File: src/rtl/uart_tx_param_pkg.sv
// Shared types, LCR field positions and parity helpers for the parameterised UART transmitter.
// Imported by uart_tx_param (top) and uart_tx_fifo_param.
package uart_tx_param_pkg;

   typedef enum logic [2:0] {
      IDLE,
      START,
      DATA,
      PARITY,
      STOP1,
      STOP2
   } tx_state_t;

   localparam logic [2:0] PAR_ODD  = 3'b001;
   localparam logic [2:0] PAR_EVEN = 3'b011;
   localparam logic [2:0] PAR_ONE  = 3'b101;
   localparam logic [2:0] PAR_ZERO = 3'b111;

   localparam int LCR_WLS_LSB = 0;
   localparam int LCR_WLS_MSB = 1;
   localparam int LCR_STB     = 2;
   localparam int LCR_PAR_LSB = 3;
   localparam int LCR_PAR_MSB = 5;
   localparam int LCR_BRK     = 6;

   // Word-length code 0..3 selects 5..8 data bits.
   function automatic logic [7:0] word_mask(input logic [1:0] wls);
      case (wls)
         2'b00:   return 8'h1F;
         2'b01:   return 8'h3F;
         2'b10:   return 8'h7F;
         default: return 8'hFF;
      endcase
   endfunction

   // The data argument must already have its unused upper bits cleared.
   function automatic logic calc_parity(input logic [2:0] mode, input logic [7:0] data);
      case (mode)
         PAR_ODD:  return ~^data;
         PAR_EVEN: return ^data;
         PAR_ONE:  return 1'b1;
         default:  return 1'b0;
      endcase
   endfunction

   function automatic logic parity_en(input logic [2:0] mode);
      return (mode == PAR_ODD) || (mode == PAR_EVEN) || (mode == PAR_ONE) || (mode == PAR_ZERO);
   endfunction

endpackage

File: src/rtl/uart_tx_fifo_param.sv
// Byte FIFO feeding the UART transmitter: show-ahead read data, single-cycle pop,
// overflow pulse when a push is dropped. FIFO_DEPTH must be a power of two.
module uart_tx_fifo_param #(
   parameter int FIFO_DEPTH = 16,
   parameter int CNT_W      = $clog2(FIFO_DEPTH) + 1
) (
   input  logic             clk,
   input  logic             rst_n,
   input  logic             push,
   input  logic             pop,
   input  logic [7:0]       wdata,
   output logic [7:0]       rdata,
   output logic             empty,
   output logic             full,
   output logic [CNT_W-1:0] count,
   output logic             overflow
);

   localparam int AW = $clog2(FIFO_DEPTH);

   logic [7:0]    mem [FIFO_DEPTH];
   logic [AW-1:0] wr_ptr;
   logic [AW-1:0] rd_ptr;
   logic          do_push;
   logic          do_pop;

   assign empty   = (count == '0);
   assign full    = (count == CNT_W'(FIFO_DEPTH));
   assign do_pop  = pop && !empty;
   // A pop in the same cycle frees a slot, so a push at full still lands.
   assign do_push = push && (!full || do_pop);
   assign rdata   = mem[rd_ptr];

   // NOTE: the storage array has no reset; only pointers and count define validity,
   // which keeps the array mappable to plain RAM/flops without a reset tree.
   always_ff @(posedge clk) begin
      if (do_push) mem[wr_ptr] <= wdata;
   end

   // NOTE: clocked state is always assigned with <= so every flop samples pre-edge values.
   always_ff @(posedge clk or negedge rst_n) begin
      if (!rst_n) begin
         wr_ptr   <= '0;
         rd_ptr   <= '0;
         count    <= '0;
         overflow <= 1'b0;
      end else begin
         overflow <= push && full && !do_pop;
         if (do_push) wr_ptr <= wr_ptr + AW'(1);
         if (do_pop)  rd_ptr <= rd_ptr + AW'(1);
         case ({do_push, do_pop})
            2'b10:   count <= count + CNT_W'(1);
            2'b01:   count <= count - CNT_W'(1);
            default: count <= count;
         endcase
      end
   end

endmodule

File: src/rtl/uart_tx_param.sv
// Parameterised UART transmitter: oversampled bit timing, 5..8 data bits, optional parity,
// 1/2 stop bits, break, TX FIFO. Define UART_TX_CTS_EN to gate frame starts on cts_n.
module uart_tx_param
   import uart_tx_param_pkg::*;
#(
   parameter int OVERSAMPLE = 16,
   parameter int FIFO_DEPTH = 16,
   parameter int CNT_W      = $clog2(FIFO_DEPTH) + 1
) (
   input  logic             PCLK,
   input  logic             PRESETn,
   input  logic [7:0]       PWDATA,
   input  logic             tx_fifo_push,
   input  logic [7:0]       LCR,
   input  logic             enable,
   input  logic             cts_n,
   output logic             tx_fifo_empty,
   output logic             tx_fifo_full,
   output logic [CNT_W-1:0] tx_fifo_count,
   output logic             tx_overflow,
   output logic             tx_done,
   output logic             busy,
   output logic             TXD
);

   localparam int                TICK_W    = $clog2(OVERSAMPLE);
   localparam logic [TICK_W-1:0] TICK_LAST = TICK_W'(OVERSAMPLE - 1);

   tx_state_t         state;
   logic [TICK_W-1:0] tick_cnt;
   logic [2:0]        bit_idx;
   logic [7:0]        shift_buf;
   logic [5:0]        lcr_q;
   logic              par_q;
   logic              line_q;
   logic              brk_q;
   logic [7:0]        fifo_rdata;
   logic              cts_ok;
   logic              start_fire;
   logic              next_ready;
   logic              last_tick;
   logic              lcr_unused;

`ifdef UART_TX_CTS_EN
   assign cts_ok = !cts_n;
`else
   logic cts_unused;
   assign cts_ok     = 1'b1;
   assign cts_unused = cts_n;
`endif

   assign lcr_unused = LCR[7];
   assign next_ready = !tx_fifo_empty && !LCR[LCR_BRK] && cts_ok;
   assign start_fire = (state == IDLE) && enable && next_ready;
   assign last_tick  = enable && (tick_cnt == TICK_LAST);

   // Break overrides the FSM line level one edge after LCR[6] changes.
   assign TXD = line_q && !brk_q;

   uart_tx_fifo_param #(
      .FIFO_DEPTH(FIFO_DEPTH),
      .CNT_W     (CNT_W)
   ) u_fifo (
      .clk     (PCLK),
      .rst_n   (PRESETn),
      .push    (tx_fifo_push),
      .pop     (start_fire),
      .wdata   (PWDATA),
      .rdata   (fifo_rdata),
      .empty   (tx_fifo_empty),
      .full    (tx_fifo_full),
      .count   (tx_fifo_count),
      .overflow(tx_overflow)
   );

   always_ff @(posedge PCLK or negedge PRESETn) begin
      if (!PRESETn) begin
         state     <= IDLE;
         tick_cnt  <= '0;
         bit_idx   <= '0;
         shift_buf <= '0;
         lcr_q     <= '0;
         par_q     <= 1'b0;
         line_q    <= 1'b1;
         brk_q     <= 1'b0;
         busy      <= 1'b0;
         tx_done   <= 1'b0;
      end else begin
         brk_q   <= LCR[LCR_BRK];
         tx_done <= 1'b0;
         if (state != IDLE && enable) tick_cnt <= last_tick ? '0 : tick_cnt + TICK_W'(1);

         unique case (state)
            IDLE: begin
               if (start_fire) begin
                  state     <= START;
                  shift_buf <= fifo_rdata;
                  lcr_q     <= LCR[5:0];
                  par_q     <= calc_parity(LCR[LCR_PAR_MSB:LCR_PAR_LSB],
                                           fifo_rdata & word_mask(LCR[LCR_WLS_MSB:LCR_WLS_LSB]));
                  bit_idx   <= '0;
                  line_q    <= 1'b0;
                  busy      <= 1'b1;
               end else begin
                  busy <= 1'b0;
               end
            end
            START: begin
               if (last_tick) begin
                  state  <= DATA;
                  line_q <= shift_buf[0];
               end
            end
            DATA: begin
               if (last_tick) begin
                  // Last data index is word length - 1, i.e. {1, wls}.
                  if (bit_idx == {1'b1, lcr_q[LCR_WLS_MSB:LCR_WLS_LSB]}) begin
                     if (parity_en(lcr_q[LCR_PAR_MSB:LCR_PAR_LSB])) begin
                        state  <= PARITY;
                        line_q <= par_q;
                     end else begin
                        state  <= STOP1;
                        line_q <= 1'b1;
                     end
                  end else begin
                     bit_idx   <= bit_idx + 3'd1;
                     shift_buf <= shift_buf >> 1;
                     line_q    <= shift_buf[1];
                  end
               end
            end
            PARITY: begin
               if (last_tick) begin
                  state  <= STOP1;
                  line_q <= 1'b1;
               end
            end
            STOP1: begin
               if (last_tick) begin
                  line_q <= 1'b1;
                  if (lcr_q[LCR_STB]) begin
                     state <= STOP2;
                  end else begin
                     state   <= IDLE;
                     tx_done <= 1'b1;
                     busy    <= next_ready;
                  end
               end
            end
            STOP2: begin
               if (last_tick) begin
                  state   <= IDLE;
                  line_q  <= 1'b1;
                  tx_done <= 1'b1;
                  busy    <= next_ready;
               end
            end
            default: begin
               state  <= IDLE;
               line_q <= 1'b1;
               busy   <= 1'b0;
            end
         endcase
      end
   end

endmodule
File: config.mk
export PLATFORM = sky130hd
export DESIGN_NAME = uart_tx_param
export DESIGN_NICKNAME = d
export VERILOG_FILES = /design/src/rtl/uart_tx_param_pkg.sv /design/src/rtl/uart_tx_fifo_param.sv /design/src/rtl/uart_tx_param.sv
export SDC_FILE = /design/constraint.sdc
export NUM_CORES = 1
export LEC_CHECK = 0
export CAP_MARGIN = 20
export CORE_UTILIZATION = 59
export DETAILED_ROUTE_END_ITERATION = 12
export DONT_BUFFER_PORTS = 1
export PLACE_DENSITY = 0.81
export REMOVE_ABC_BUFFERS = 1
export SYNTH_ARGS = -nofsm -noshare
export SYNTH_HDL_FRONTEND = slang
export SYNTH_HIERARCHICAL = 1
export SYNTH_SLANG_ARGS = --single-unit
File: constraint.sdc
create_clock -name PCLK -period 7.9 [get_ports PCLK]
set_input_delay 0.79 -clock PCLK [delete_from_list [all_inputs] [get_ports PCLK]]
set_output_delay 0.79 -clock PCLK [all_outputs]
set_load 0.02 [all_outputs]
### Yosys cells after proc, flatten, opt, wreduce, memory -nomap -nowiden

Memories as Yosys holds them, arrays and structs flattened.
Cells that the tools add are included.
W data, S select, Z words.

* input port bits: 21
* memories kept: 1
* register bits after elaboration: 43
* bits in writable memories: 128
* word-level logic and storage cells: 128
* output and inout bits: 11

Memories
* u_fifo.mem: depth 16, bits a word 8, read ports 1, clocked after memory_dff 0, write ports 1, RTL line uart_tx_fifo_param.sv:21 `logic [7:0] mem [FIFO_DEPTH];`

* equality and inequality tests: 29
* bitwise gates (word level): 2
* reductions and logical operators: 34
* add/sub/neg operators: 6
* multiplexer cells: 42

Operator list (number)
* $mux W8: 5
* $mux W3: 12
* $pmux W8 S3: 1
* $pmux W3 S6: 1
* $ne A2 B2 Y1 const B: 8
* $pmux W8 S2: 1
* $eq A3 B3 Y1 const B: 5
* $mux W1: 15
* $add A4 B1 Y4 const B: 3
* $eq A3 B2 Y1 const B: 4
* $reduce_and A4 Y1: 3
* $logic_and A1 B1 Y1: 10
* $pmux W5 S2: 1
* $eq A3 B1 Y1 const B: 3
* $and A8 B8 Y8: 1
* $pmux W1 S4: 2
* $reduce_xnor A8 Y1: 1
* $reduce_xor A8 Y1: 1
* $reduce_and A7 Y1: 1
* $pmux W3 S2: 1
* $reduce_or A3 Y1: 2
* $add A5 B1 Y5 const B: 1
* $eq A5 B5 Y1 const B: 1
* $logic_not A1 Y1: 5
* 18 further kinds: 25

### Longest topological paths before layout

* depth in word-level cells: 9
* gate-level depth with buffers: 16
* depth with buffers taken out: 14

### Hierarchy

Netlist, hierarchy kept.

Modules (own cells, without submodules)
* uart_tx_fifo_param: cells each 297, area an instance 5982.0 um2, instances 1, sequential area each 4194.0 um2
* uart_tx_param: cells each 163, area an instance 1511.4 um2, instances 1, sequential area each 676.9 um2

### Least setup slack after synthesis

No wires, ideal clock.

* path kind: register to register
* from: register u_fifo.count[1]
* to: register u_fifo.count[4]
* arrival: 3.714 ns
* clock period less this slack: 3.801 ns
* cell stages (with the launch flop): 16
* library setup time: 0.088 ns
* buffers on the path: 2
* setup slack: 4.099 ns
* data required time: 7.812 ns
* cell sequence: dfrtp_1 or4_4 nor2_1 or3b_1 or2_1 buf_2 clkinv_1 buf_2 o21ai_4 nor2_2 ha_1 nor2b_1 o21a_1 or2_2 o31a_1 o211ai_1

* cells in the longest elaborated chain, start to end: 9
* elaborated cells between the ends (all ways): 15
* classes of those cells: 2 x add/sub; 3 x eq/ne; 1 x mux; 9 x reduce/logical

Ends and longest elaborated chain
* start, declared: RTL line uart_tx_fifo_param.sv:15 `output logic [CNT_W-1:0] count,`
* start signal, assigned: RTL line uart_tx_fifo_param.sv:52 `2'b10: count <= count + CNT_W'(1);`
* start signal, assigned: RTL line uart_tx_fifo_param.sv:53 `2'b01: count <= count - CNT_W'(1);`
* start signal, assigned: RTL line uart_tx_fifo_param.sv:54 `default: count <= count;`
* $logic_not A5 Y1 *: RTL line uart_tx_fifo_param.sv:27 `assign empty = (count == '0);`
* named net tx_fifo_empty: RTL line uart_tx_param.sv:17 `output logic tx_fifo_empty,`
* $logic_not A1 Y1 *: RTL line uart_tx_param.sv:53 `assign next_ready = !tx_fifo_empty && !LCR[LCR_BRK] && cts_ok;`
* $logic_and A1 B1 Y1 *: RTL line uart_tx_param.sv:53
* $logic_and A1 B1 Y1 *: RTL line uart_tx_param.sv:54 `assign start_fire = (state == IDLE) && enable && next_ready;`
* named net start_fire: RTL line uart_tx_param.sv:39 `logic start_fire;`
* $logic_and A1 B1 Y1 *: RTL line uart_tx_fifo_param.sv:29 `assign do_pop = pop && !empty;`
* $logic_or A1 B1 Y1: RTL line uart_tx_fifo_param.sv:31 `assign do_push = push && (!full || do_pop);`
* $logic_and A1 B1 Y1: RTL line uart_tx_fifo_param.sv:31
* $eq A2 B1 Y1 or $eq A2 B2 Y1 (tied branches): RTL line uart_tx_fifo_param.sv:51 `case ({do_push, do_pop})`
* $pmux W5 S2 or $reduce_bool A2 Y1 (tied branches)

Mark *: on every way through the listed nets, which the timed path passes. The rest lies on a longest branch.
A chain may end at the register's enable or synchronous reset.

### Worst setup path in the final report

* from: register u_fifo.count[0]
* to: register u_fifo.count[4]

The elaborated chain is that of the path after synthesis.

==> run_results.csv <==
group,metric,value,unit
outcome,status,"finished, final reports clean",
drt,drtIter0Drc,481,
drt,postRouteAntennaNets,0,
cts,cts_resized,0,
synthesis,ys_types,65,
grt,met2_usage,39.9,%
worst_hold_path,min_path_type,"in -> async",
setup_path,crit_slowest_cell,"or4_4",
setup_path,crit_buf_inv,1,
place,dpl_cell_area,7660,sq um
setup_path,worstPathRequired,8.24,ns
synthesis,yosys-top-cells-area,"edfxtp_1 51%, dfrtp_1 13%, mux4_1 11%, mux4_2 2.4%, nand2_1 2.0%",
final_layout,stdcell_area,8280,sq um
cts,cts_setup_buffers,0,
run,drv_cap,0,
floorplanning,die_area,13200,sq um
floorplanning,chipWidth,115,um
floorplanning,initial_core_util,61.4,%
timing,worstMarginPinSlew,0.895,ns
synthesis,yosys_most_used_dff,"edfxtp_1",
synthesis,synth.most_common_cell,"edfxtp_1",
synthesis,syn_inst,460,
cts,clkSinkCount,169,
setup_path,cp.arrival,5.19,ns
final_layout,diodes,0,
synthesis,synth_async_sr_flop_share,24.3,%
pwr,leakagePower,2.98,nW
grt,antenna_found_initial,0,
timing,final.period_utilization,61.4,%
grt,grt_util_met3,5.19,%
final_layout,layout.nets,501,
setup_path,path_delay_family,"simple AND/OR/NAND/NOR gates",
synthesis,ys_seq_area_share,65.0,%
cts,cts_tree,"done",
floorplanning,ios,32,
setup_path,start_kind,"flip-flop",
grt,top_usage_layer,"met2",
floorplanning,core.rowCount,40,
cts,clk_pin_slew_worst_paths,0.07,ns
setup_path,cp-end-kind,"flip-flop",
cts,htreeDepth,4,
grt,grt_pass1_wl,22600,um
synthesis,syn_avg_cell_area,16.3,sq um
pwr,vdd_drop_max,0.193,mV
drt,vias_per_cell,6.40,
synthesis,mappedNetlistArea,7490,sq um
setup_path,path_cells,"or4_4 > nor2_1 > or3b_1 > or2_1 > clkinv_1 > o21ai_4 > nor2_2 > ha_1 > nor2b_1 > o21a_1 > or2_2 > o31a_1 > o211ai_1",
grt,gr-usage-all-layers,24.3,%
cts,insertion_delay,0.43,ns
drt,routedWlPerCell,22.4,um
synthesis,postSynthRegisterBits,169,
place,hpwl,8760,um
final_layout,area_growth,10.5,%
final_layout,final_core_utilization,67.8,%
timing,relSlewSlack,40.1,%
timing,setup_viol,0,
timing,drv_slew,0,
floorplanning,die_h,115,um
drt,vias,4163,
timing,hold_viol,0,
final_layout,drive_above_1_share,14.7,%
setup_path,max_stage_delay,0.63,ns
drt,firstDrtPassIters,5,
final_layout,seqCellArea,4870,sq um
grt,grt.met1_usage,31.8,%
grt,grt_max_degree,42,
place,gp_congestion,0.823,
timing,rsz0062_at_grt,"false",
pwr,p_per_area,352,nW/um^2
timing,fin_skew,0.0141,ns
cts,postCtsHoldBufs,0,
setup_path,criticalPathCategory,"reg -> reg",
timing,fmax,206,MHz
final_layout,multiInputGateArea,2450,sq um
grt,first_global_vias,4063,
floorplanning,core_area,12200,sq um
synthesis,synth_area_leader_cell,"edfxtp_1",
timing,setup_tns,0,ns
cts,cts_buffers,17,
place,io_buffers,0,
final_layout,fill_cells,812,
grt,grt_overflow_total,0,
synthesis,yosys.area.top_type_share,51.3,%
cts,cts_buffer_depth,2,
setup_path,path_max_fanout,15,
synthesis,synth_commonest_cells,"128 x edfxtp_1, 40 x dfrtp_1, 39 x nand2_1",
drt,wirelength,14500,um
cts,clock_tree.root_cell,"clkbuf_16",
drt,drc_errors,0,
timing,period_minus_slack,4.85,ns
synthesis,synth_enable_flop_cells,128,
synthesis,yosysWarnings,6,
power by group:
group / internal, mW / leakage [nW] / total [mW] / switching, mW
combinational: 0.395 / 1.03 / 0.831 / 0.437
sequential: 1.10 / 1.66 / 1.24 / 0.140
clock: 0.479 / 0.295 / 0.847 / 0.368
routing by layer:
metal	wire length, um	vias up
met2	7410	177
met3	753	32
met1	6050	2119
li1	-	1835
met5	0	-
met4	318	0
worst paths after layout:
| path | cells past startpoint | startpoint | slack [ns] | to |
|---|---|---|---|---|
| worst max-delay path | 13 | u_fifo/count[0]$_DFFE_PN0P_ | 3.05 | u_fifo/count[4]$_DFFE_PN0P_ |
| worst min-delay path | 0 | PRESETn | 0.05 | u_fifo/wr_ptr[1]$_DFFE_PN0P_ |
| worst max register to register | 13 | u_fifo/count[0]$_DFFE_PN0P_ | 3.05 | u_fifo/count[4]$_DFFE_PN0P_ |
| worst min register to register | 2 | par_q$_DFFE_PN0P_ | 0.51 | par_q$_DFFE_PN0P_ |
| max in group asynchronous | 0 | PRESETn | 7.67 | line_q$_DFFE_PN1P_ |
| min in group PCLK | 0 | LCR[6] | 0.40 | brk_q$_DFF_PN0_ |
through the flow:
step                power [mW]  std cells  hold slack (ns)  setup slack (ns)
global route              3.04        650           0.0298              2.72
floorplan                 1.85        440            0.458              3.90
CTS                       2.92        649           0.0322              3.04
finish                    2.92        650           0.0487              3.05
detailed placement        2.07        617            0.492              3.13
global placement          2.02        617            0.490              3.23
registers in the layout (all words and copies together), names as in the netlist, 3 cells and up:
signal and cells:
u_fifo/rd_ptr 4, u_fifo/mem 128, tick_cnt 4, shift_buf 8, lcr_q 4, state 3, u_fifo/count 5, bit_idx 3
u_fifo/wr_ptr 4
layout by cell type (no fill, tap or decap), types with 3 or more instances in the layout:
cell	n
a211oi_1	5
a21oi_1	11
a31oi_1	5
and2_1	3
buf_4	10
clkbuf_16	17
clkinv_1	3
clkinv_4	4
dfrtp_1	40
edfxtp_1	128
ha_1	10
inv_1	13
inv_6	3
mux2_2	6
mux4_1	32
mux4_2	8
nand2_1	39
nand3_1	12
nand4_1	5
nor2_1	33
nor2b_1	5
nor3_1	10
o211ai_1	4
o21ai_0	10
xnor2_1	10
xor2_1	5
cell type report:
class                   instances  share of cell area, %
flip-flops and latches        169                   58.8
multi-input cells             256                   29.6
clock buffers                  17                   5.14
repair buffers                 10                  0.907
well taps                     168                   2.54
inverters                      15                  0.680
clock inverters                15                   2.27
kinds of logic after synthesis:
kind of cell / share of synthesized area, %
AOI/OAI and AO/OA: 5.46
adders and majority gates: 1.94
and+or+nand+nor: 8.17
muxes: 14.7
xor gates and xnor gates: 2.42
DFF: 65.0
buffers and inverters: 2.35
No activity file was read; power rests on OpenSTA's default activity.
